File: src/rtl/alu_core_if.sv
// alu_core_if: operand/opcode/result bundle for the registered integer ALU.
// The master drives operands and the opcode and receives the registered
// result and flag. The slave is the ALU itself.
interface alu_core_if #(
  parameter int DATA_WIDTH = 8
);
  logic [DATA_WIDTH-1:0] in_a;
  logic [DATA_WIDTH-1:0] in_b;
  logic [3:0]            in_mode;
  logic [DATA_WIDTH-1:0] out_alu;
  logic                  cout;

  modport master (
    output in_a,
    output in_b,
    output in_mode,
    input  out_alu,
    input  cout
  );

  modport slave (
    input  in_a,
    input  in_b,
    input  in_mode,
    output out_alu,
    output cout
  );
endinterface

File: src/rtl/alu_core.sv
// alu_core: registered, parameterised unsigned integer ALU, 16 opcodes.
// Opcode decode is purely combinational and feeds a single output register,
// so a result appears one clock after its operands are sampled and a new
// operation can start every cycle.
//
// Optional feature macro: ALU_DIV_EN
//   defined   -> opcode 3 is a combinational divide (b==0 gives all ones, cout=1)
//   undefined -> no divider is built; opcode 3 returns 0 with cout=0
module alu_core #(
  parameter int DATA_WIDTH = 8
) (
  input  logic       clk,
  input  logic       reset,
  alu_core_if.slave  bus
);

  localparam int W = DATA_WIDTH;

  typedef enum logic [3:0] {
    OP_ADD  = 4'd0,
    OP_SUB  = 4'd1,
    OP_MUL  = 4'd2,
    OP_DIV  = 4'd3,
    OP_SHL  = 4'd4,
    OP_SHR  = 4'd5,
    OP_ROL  = 4'd6,
    OP_ROR  = 4'd7,
    OP_AND  = 4'd8,
    OP_OR   = 4'd9,
    OP_XOR  = 4'd10,
    OP_NOR  = 4'd11,
    OP_NAND = 4'd12,
    OP_XNOR = 4'd13,
    OP_GT   = 4'd14,
    OP_EQ   = 4'd15
  } alu_op_e;

  logic [W-1:0]   a;
  logic [W-1:0]   b;
  alu_op_e        op;

  // Arithmetic sub-results, each one bit (or W bits) wider than the result
  // so the flag falls out of the top part directly.
  logic [W:0]     sum_ext;
  logic [W:0]     diff_ext;
  logic [2*W-1:0] prod;
  logic [W-1:0]   quot;
  logic           div_by_zero;

  logic [W-1:0]   res_d;
  logic           cout_d;

  assign a  = bus.in_a;
  assign b  = bus.in_b;
  assign op = alu_op_e'(bus.in_mode);

  // Shared adder/subtractor/multiplier; bit W of the subtract is the borrow.
  always_comb begin
    sum_ext  = {1'b0, a} + {1'b0, b};
    diff_ext = {1'b0, a} - {1'b0, b};
    prod     = {{W{1'b0}}, a} * {{W{1'b0}}, b};
  end

`ifdef ALU_DIV_EN
  // Combinational divider; the zero-divisor case is steered away from the
  // divide so the quotient never depends on a/0.
  always_comb begin
    div_by_zero = (b == '0);
    quot        = '1;
    if (!div_by_zero) quot = a / b;
  end
`else
  // Divide disabled: opcode 3 collapses to a constant zero.
  always_comb begin
    div_by_zero = 1'b0;
    quot        = '0;
  end
`endif

  // Opcode decode: every opcode plus a default drives both outputs so no X
  // can reach the register even for an undriven opcode.
  always_comb begin
    res_d  = '0;
    cout_d = 1'b0;
    case (op)
      OP_ADD: begin
        res_d  = sum_ext[W-1:0];
        cout_d = sum_ext[W];
      end
      OP_SUB: begin
        res_d  = diff_ext[W-1:0];
        cout_d = diff_ext[W];
      end
      OP_MUL: begin
        res_d  = prod[W-1:0];
        cout_d = |prod[2*W-1:W];
      end
      OP_DIV: begin
        res_d  = quot;
        cout_d = div_by_zero;
      end
      OP_SHL: begin
        res_d  = {a[W-2:0], 1'b0};
        cout_d = a[W-1];
      end
      OP_SHR: begin
        res_d  = {1'b0, a[W-1:1]};
        cout_d = a[0];
      end
      OP_ROL: begin
        res_d  = {a[W-2:0], a[W-1]};
        cout_d = a[W-1];
      end
      OP_ROR: begin
        res_d  = {a[0], a[W-1:1]};
        cout_d = a[0];
      end
      OP_AND:  res_d = a & b;
      OP_OR:   res_d = a | b;
      OP_XOR:  res_d = a ^ b;
      OP_NOR:  res_d = ~(a | b);
      OP_NAND: res_d = ~(a & b);
      OP_XNOR: res_d = ~(a ^ b);
      OP_GT:   res_d = {{(W-1){1'b0}}, (a > b)};
      OP_EQ:   res_d = {{(W-1){1'b0}}, (a == b)};
      default: begin
        res_d  = '0;
        cout_d = 1'b0;
      end
    endcase
  end

  // Output register; synchronous reset wins over any operation that cycle.
  always_ff @(posedge clk) begin
    if (reset) begin
      bus.out_alu <= '0;
      bus.cout    <= 1'b0;
    end else begin
      bus.out_alu <= res_d;
      bus.cout    <= cout_d;
    end
  end

endmodule

File: src/flat_wrapper.sv
// flat-port wrapper written by rule: the top's interface ports become plain ports
module alu_core_flat 
#(
  parameter int DATA_WIDTH = 8
)
  (clk, reset, bus_in_a, bus_in_b, bus_in_mode, bus_out_alu, bus_cout);
  alu_core_if #(.DATA_WIDTH(DATA_WIDTH)) bus_i ();
  input  logic clk;
  input  logic reset;
  input wire logic [$bits(bus_i.in_a)-1:0] bus_in_a;
  input wire logic [$bits(bus_i.in_b)-1:0] bus_in_b;
  input wire logic [$bits(bus_i.in_mode)-1:0] bus_in_mode;
  output wire logic [$bits(bus_i.out_alu)-1:0] bus_out_alu;
  output wire logic [$bits(bus_i.cout)-1:0] bus_cout;
  assign bus_i.in_a = bus_in_a;
  assign bus_i.in_b = bus_in_b;
  assign bus_i.in_mode = bus_in_mode;
  assign bus_out_alu = bus_i.out_alu;
  assign bus_cout = bus_i.cout;
  alu_core #(.DATA_WIDTH(DATA_WIDTH)) u_core (.clk(clk), .reset(reset), .bus(bus_i));
endmodule
File: config.mk
export PLATFORM = sky130hd
export DESIGN_NAME = alu_core_flat
export DESIGN_NICKNAME = d
export VERILOG_FILES = /design/src/rtl/alu_core_if.sv /design/src/rtl/alu_core.sv /design/src/flat_wrapper.sv
export SDC_FILE = /design/constraint.sdc
export NUM_CORES = 1
export LEC_CHECK = 0
export CORE_UTILIZATION = 55
export DETAILED_ROUTE_END_ITERATION = 7
export GPL_TIMING_DRIVEN = 0
export PLACE_DENSITY = 0.86
export REMOVE_ABC_BUFFERS = 1
export SYNTH_ARGS = -nofsm -noshare
export SYNTH_HDL_FRONTEND = slang
export SYNTH_SLANG_ARGS = --single-unit
File: constraint.sdc
create_clock -name clk -period 5.65 [get_ports clk]
set_clock_uncertainty 0.2 [all_clocks]
set_input_delay 1.13 -clock clk [delete_from_list [all_inputs] [get_ports clk]]
set_output_delay 1.13 -clock clk [all_outputs]
set_load 0.02 [all_outputs]
### After elaboration in Yosys (flattened, before gate mapping)

Cells that the tools add are included.

* add/subtract/negate cells: 2
* multiply operators: 1
* div/mod/pow operators: 0
* order comparisons: 1
* eq/ne operators: 16
* shifts and indexed selects: 0
* muxes and demuxes: 2
* bitwise logic cells: 6
* reduce and logical (&&, ||, !) cells: 4

Operator list (number)
* 8-bit case mux with 16 select lines: 1
* 4-bit equality test (second input constant): 8
* 8-bit inverter: 3
* 4-bit by 3-bit equality test with 1-bit output (second input constant): 4
* 8-bit by 8-bit multiplier with 16-bit output: 1
* 8-bit by 8-bit adder with 9-bit output: 1
* 8-bit by 8-bit subtractor with 9-bit output: 1
* 8-bit bitwise AND: 1
* 4-bit by 2-bit equality test with 1-bit output (second input constant): 2
* 8-bit equality test: 1
* 8-bit > comparator: 1
* 8-bit OR: 1
* 8-bit OR reduction: 1
* 8-bit XOR: 1
* 1-bit case mux with 5 select lines: 1
* 4-bit by 1-bit equality test with 1-bit output (second input constant): 1
* 4-bit logical NOT: 1
* 2-bit OR reduction: 2

* flip-flop bits (word level): 9
* bits in latches: 0
* RAM bits: 0
* bits in read-only memories: 0
* input port bits: 22
* output and inout port bits: 9
* logic and storage cells: 34
* memories kept: 0

### Longest topological paths before layout

* depth in word-level cells: 3
* gate-level depth with buffers: 18

### Worst setup path before layout

No wires, ideal clock.

* kind: in2reg
* start: input port bus_in_b[4]
* end: register u_core.bus.cout
* library setup time: 0.119 ns
* data arrival time: 5.356 ns
* data required time: 5.331 ns
* path slack: -0.024 ns
* cell stages on the path: 16
* cell sequence: ha_1 -> fa_1 -> inv_1 -> fa_1 -> fa_1 -> fa_1 -> inv_1 -> ha_1 -> buf_2 -> nand3_1 -> o211ai_2 -> o41ai_2 -> o311ai_1 -> or4_1 -> o31a_1 -> o221a_1

* word-level cells in the longest chain between the ends: 3
* elaborated cells on any way between the ends: 5
* classes of those cells: add/sub (2); mul (1); mux (1); reduce/logical (1)

Ends and longest elaborated chain
* start, declared: line flat_wrapper.sv:11 `input wire logic [$bits(bus_i.in_b)-1:0] bus_in_b;`
* 8-bit by 8-bit multiplier with 16-bit output: line alu_core.sv:61 `prod = {{W{1'b0}}, a} * {{W{1'b0}}, b};`
* 8-bit OR reduction: line alu_core.sv:96 `cout_d = |prod[2*W-1:W];`
* 1-bit case mux with 5 select lines *: line alu_core.sv:85 `case (op)`
* end signal, assigned: line alu_core.sv:140 `bus.cout <= cout_d;`
* end, declared: line alu_core_if.sv:26 `output cout`

Every way passes the cells marked *; elsewhere a longest branch is shown, timed or not.
A chain may end at the register's enable or synchronous reset.

### Worst setup path in the final report

* start: input port bus_in_b[2]
* end: register u_core.bus.cout

Same word-level chain as after synthesis.

==> results <==
==> logic make-up after synthesis <==
| logic type | count (synthesis) |
|---|---|
| buffers and inverters | 106 |
| flip-flops | 9 |
| AO/OA/AOI/OAI | 120 |
| adder cells (fa/ha/maj) | 98 |
| multiplexers | 10 |
| AND/OR/NAND/NOR | 169 |
| XOR/XNOR | 17 |
==> registers in the layout, summed over array words and instances, names as in the netlist <==
register / cells
u_core.bus.out_alu: 8
u_core.bus.cout: 1
==> worst paths after layout <==
kind	startpoint	end	slack, ps
setup / recovery	bus_in_b[2]	u_core.bus.cout$_SDFF_PP0_	80
hold / removal	bus_in_a[6]	u_core.bus.out_alu[7]$_SDFF_PP0_	1280
==> layout by cell type (no fill, tap or decap), types with 5 or more instances in the layout <==
| master | count |
|---|---|
| mux2i_1 | 9 |
| ha_4 | 6 |
| nand3_1 | 6 |
| o21ai_0 | 9 |
| buf_4 | 14 |
| nor3_1 | 11 |
| o21ai_1 | 8 |
| nor2_1 | 60 |
| o21a_1 | 5 |
| inv_4 | 5 |
| a21oi_1 | 32 |
| a211oi_1 | 7 |
| nor2_2 | 5 |
| a31oi_1 | 6 |
| ha_1 | 53 |
| xnor2_1 | 12 |
| clkdlybuf4s50_1 | 14 |
| nand2_1 | 53 |
| nor2b_1 | 6 |
| o21bai_1 | 5 |
| nand2b_1 | 9 |
| fa_1 | 37 |
| buf_2 | 5 |
| a221oi_1 | 5 |
| inv_1 | 77 |
| dfxtp_1 | 9 |
| o22ai_1 | 9 |
==> report_power, final <==
part	internal (µW)	switching, µW	leakage [µW]	total, µW
Combinational	425	550	0.00203	975
Clock	49.2	26.0	0.0000228	75.2
Sequential	69.7	1.47	0.0000743	71.2
==> synthesized netlist by cell type, drive strengths merged, types with 2 or more instances <==
master / number / area (µm²)
a31oi: 6 / 37.5
o311ai: 2 / 17.5
o22ai: 9 / 56.3
inv: 85 / 319
nor3: 11 / 55.1
buf: 5 / 21.3
a21oi: 33 / 169
clkinv: 2 / 7.51
o221ai: 2 / 17.5
nor4: 5 / 37.5
o211ai: 6 / 60.1
ha: 60 / 751
a21o: 2 / 15.0
o31ai: 3 / 22.5
a211oi: 7 / 52.6
or4: 2 / 15.0
fa: 38 / 761
nor2: 65 / 244
xnor2: 12 / 105
nand3b: 2 / 15.0
nand3: 8 / 40.0
xor2: 5 / 62.6
clkbuf: 14 / 52.6
nand2b: 9 / 56.3
o21ai: 18 / 90.1
o21bai: 5 / 37.5
a221oi: 5 / 43.8
nand2: 54 / 203
a2111oi: 2 / 17.5
o31a: 2 / 17.5
and3: 3 / 18.8
o21a: 5 / 37.5
mux2i: 9 / 90.1
nor2b: 6 / 37.5
dfxtp: 9 / 180
o41ai: 2 / 25.0
==> stage by stage <==
stage               hold WS [ps]  cell area, µm²
global placement            1730            4280
finish                      1280            4500
CTS                         1350            4390
global route                1310            4500
detailed placement          1730            4280
floorplan                    999            3860
==> worst max-delay path, stage by stage <==
cell and delay (ps):
clkbuf_4 170, inv_4 80, nor2_2 50, fa_1 510
inv_2 40, fa_1 500, fa_1 510, fa_1 500
inv_1 60, ha_4 310, buf_4 140, o21a_1 120
nor2_1 50, a21oi_1 160, nor3_1 60, or4_1 530
o31a_1 350, o221a_1 220
==> repair_timing <==
action | CTS | global route
endpoints found under the setup margin | 1 | 1
hold buffers | 0 | 0
setup buffers | 6 | 5
pin swaps | 9 | 12
resized for setup | 77 | 47
==> routing by layer <==
metal  vias to the layer above  global-route usage
li1                       1848                   -
met1                      1867               0.411
met2                       224               0.519
met3                        37              0.0467
met4                         0              0.0667
met5                         -                   0
==> layout make-up <==
cell class,count,area [µm²]
clock buffer,4,45.0
fill,601,2330
inverter,87,344
multi-input combinational,414,3460
sequential,9,180
tap,96,120
timing repair buffer,41,353
==> run_results.csv <==
group,metric,value,unit
route,top_layer_used,"met4",
die,io_pins,31,
die,start_util,0.575,
route,drc,0,
worst_hold_path,hp-class,"primary input to flop",
yosys,synth_fa_ha_area_frac,0.384,
die,die_w,86.5,µm
grt,grt_max_degree,35,
layout,drive_gt1_frac,0.114,
yosys,synth_top_family_by_area,"adder cells",
grt,antenna_found_initial,0,
grt,grt_pass1_vias,3741,
route,dr_wl_met3,998,µm
worst_setup_path,crit_arrival,5490,ps
yosys,synth-compound-area-share,0.208,
layout,utilization,0.659,
clocking,cts_root_buffer,"clkbuf_8",
pwr,ir_drop,0.223,mV
pwr,leakagePower,0.00212,µW
timing,relSlewSlack,0.0739,
yosys,syn_area,3930,µm²
layout,instances_no_fill,651,
timing,fin_tns_setup,0,ps
clocking,cts-htree-levels,1,
timing,period_needed,5570,ps
route,vias_per_cell,6.11,
timing,timing.final.ws_setup,78.1,ps
timing,setup_violations,0,
run,cap_violations,0,
pwr,p_total,1120,µW
layout,area_growth_syn_to_layout,14.5,%
placement,placed_cells,636,
run_status,outcome,"finished clean",
clocking,cts_buffer_depth,2,
timing,fin_crit_sh,0.986,
timing,drv_slew,0,
timing,worst_pin_slew,1380,ps
route,wirelength,11300,µm
route,drt_pass1_iterations,5,
timing,fmax,0.179,GHz
grt,grt_pass1_wl,17900,µm
yosys,synth_cells,529,
grt,grt.overflow.total,0,
worst_setup_path,critPathLaunchType,"primary input",
route,vias,3976,
route,ant_nets,0,
worst_hold_path,whs_path_depth,4,
timing,rsz0062_at_grt,"yes",
yosys,yosysWarnings,0,
die,row_count,30,
route,wirelength_met1,4620,µm
yosys,synth-edff-count,0,
placement,dp_hpwl,8580,µm
clocking,cts_buffers,3,
clocking,cts.sinks,9,
die,core,6830,µm²
layout,layout.nets,676,
route,drt_iter0_markers,443,
yosys,ys_types,60,
pwr,power_density,249,nW/µm²
yosys,synth_mux_area_frac,0.0258,
yosys,avgSynthCellArea,7.43,µm²
worst_setup_path,endpoint_kind,"flop",
yosys,synth-main-ff-cell,"dfxtp_1",
placement,place_congestion,0.922,
worst_setup_path,cp_max_fo,6,
yosys,synth_seq_cells,9,
yosys,yosys.area_share.simple,0.191,
clocking,cts.clk_slew.worst_paths,40,ps
layout,antennaDiodeCount,0,
timing,hold_viol_final,0,
worst_setup_path,required,5570,ps
placement,pre_cts_slack,-1120,ps
yosys,async_flop_share,0,
grt,track_usage,0.306,
placement,io_buffers,30,
route,wl_met2,5410,µm
clocking,cts_tree,"done",
worst_setup_path,setup.worst_path.class,"primary input to flop",
die,die_area,7490,µm²
yosys,yosysSeqAreaShare,0.0458,
die,die_h,86.5,µm
yosys,synthXorXnorAreaFrac,0.0426,
route,wl_per_cell,17.3,µm
Power figures use the tool's default switching activity.
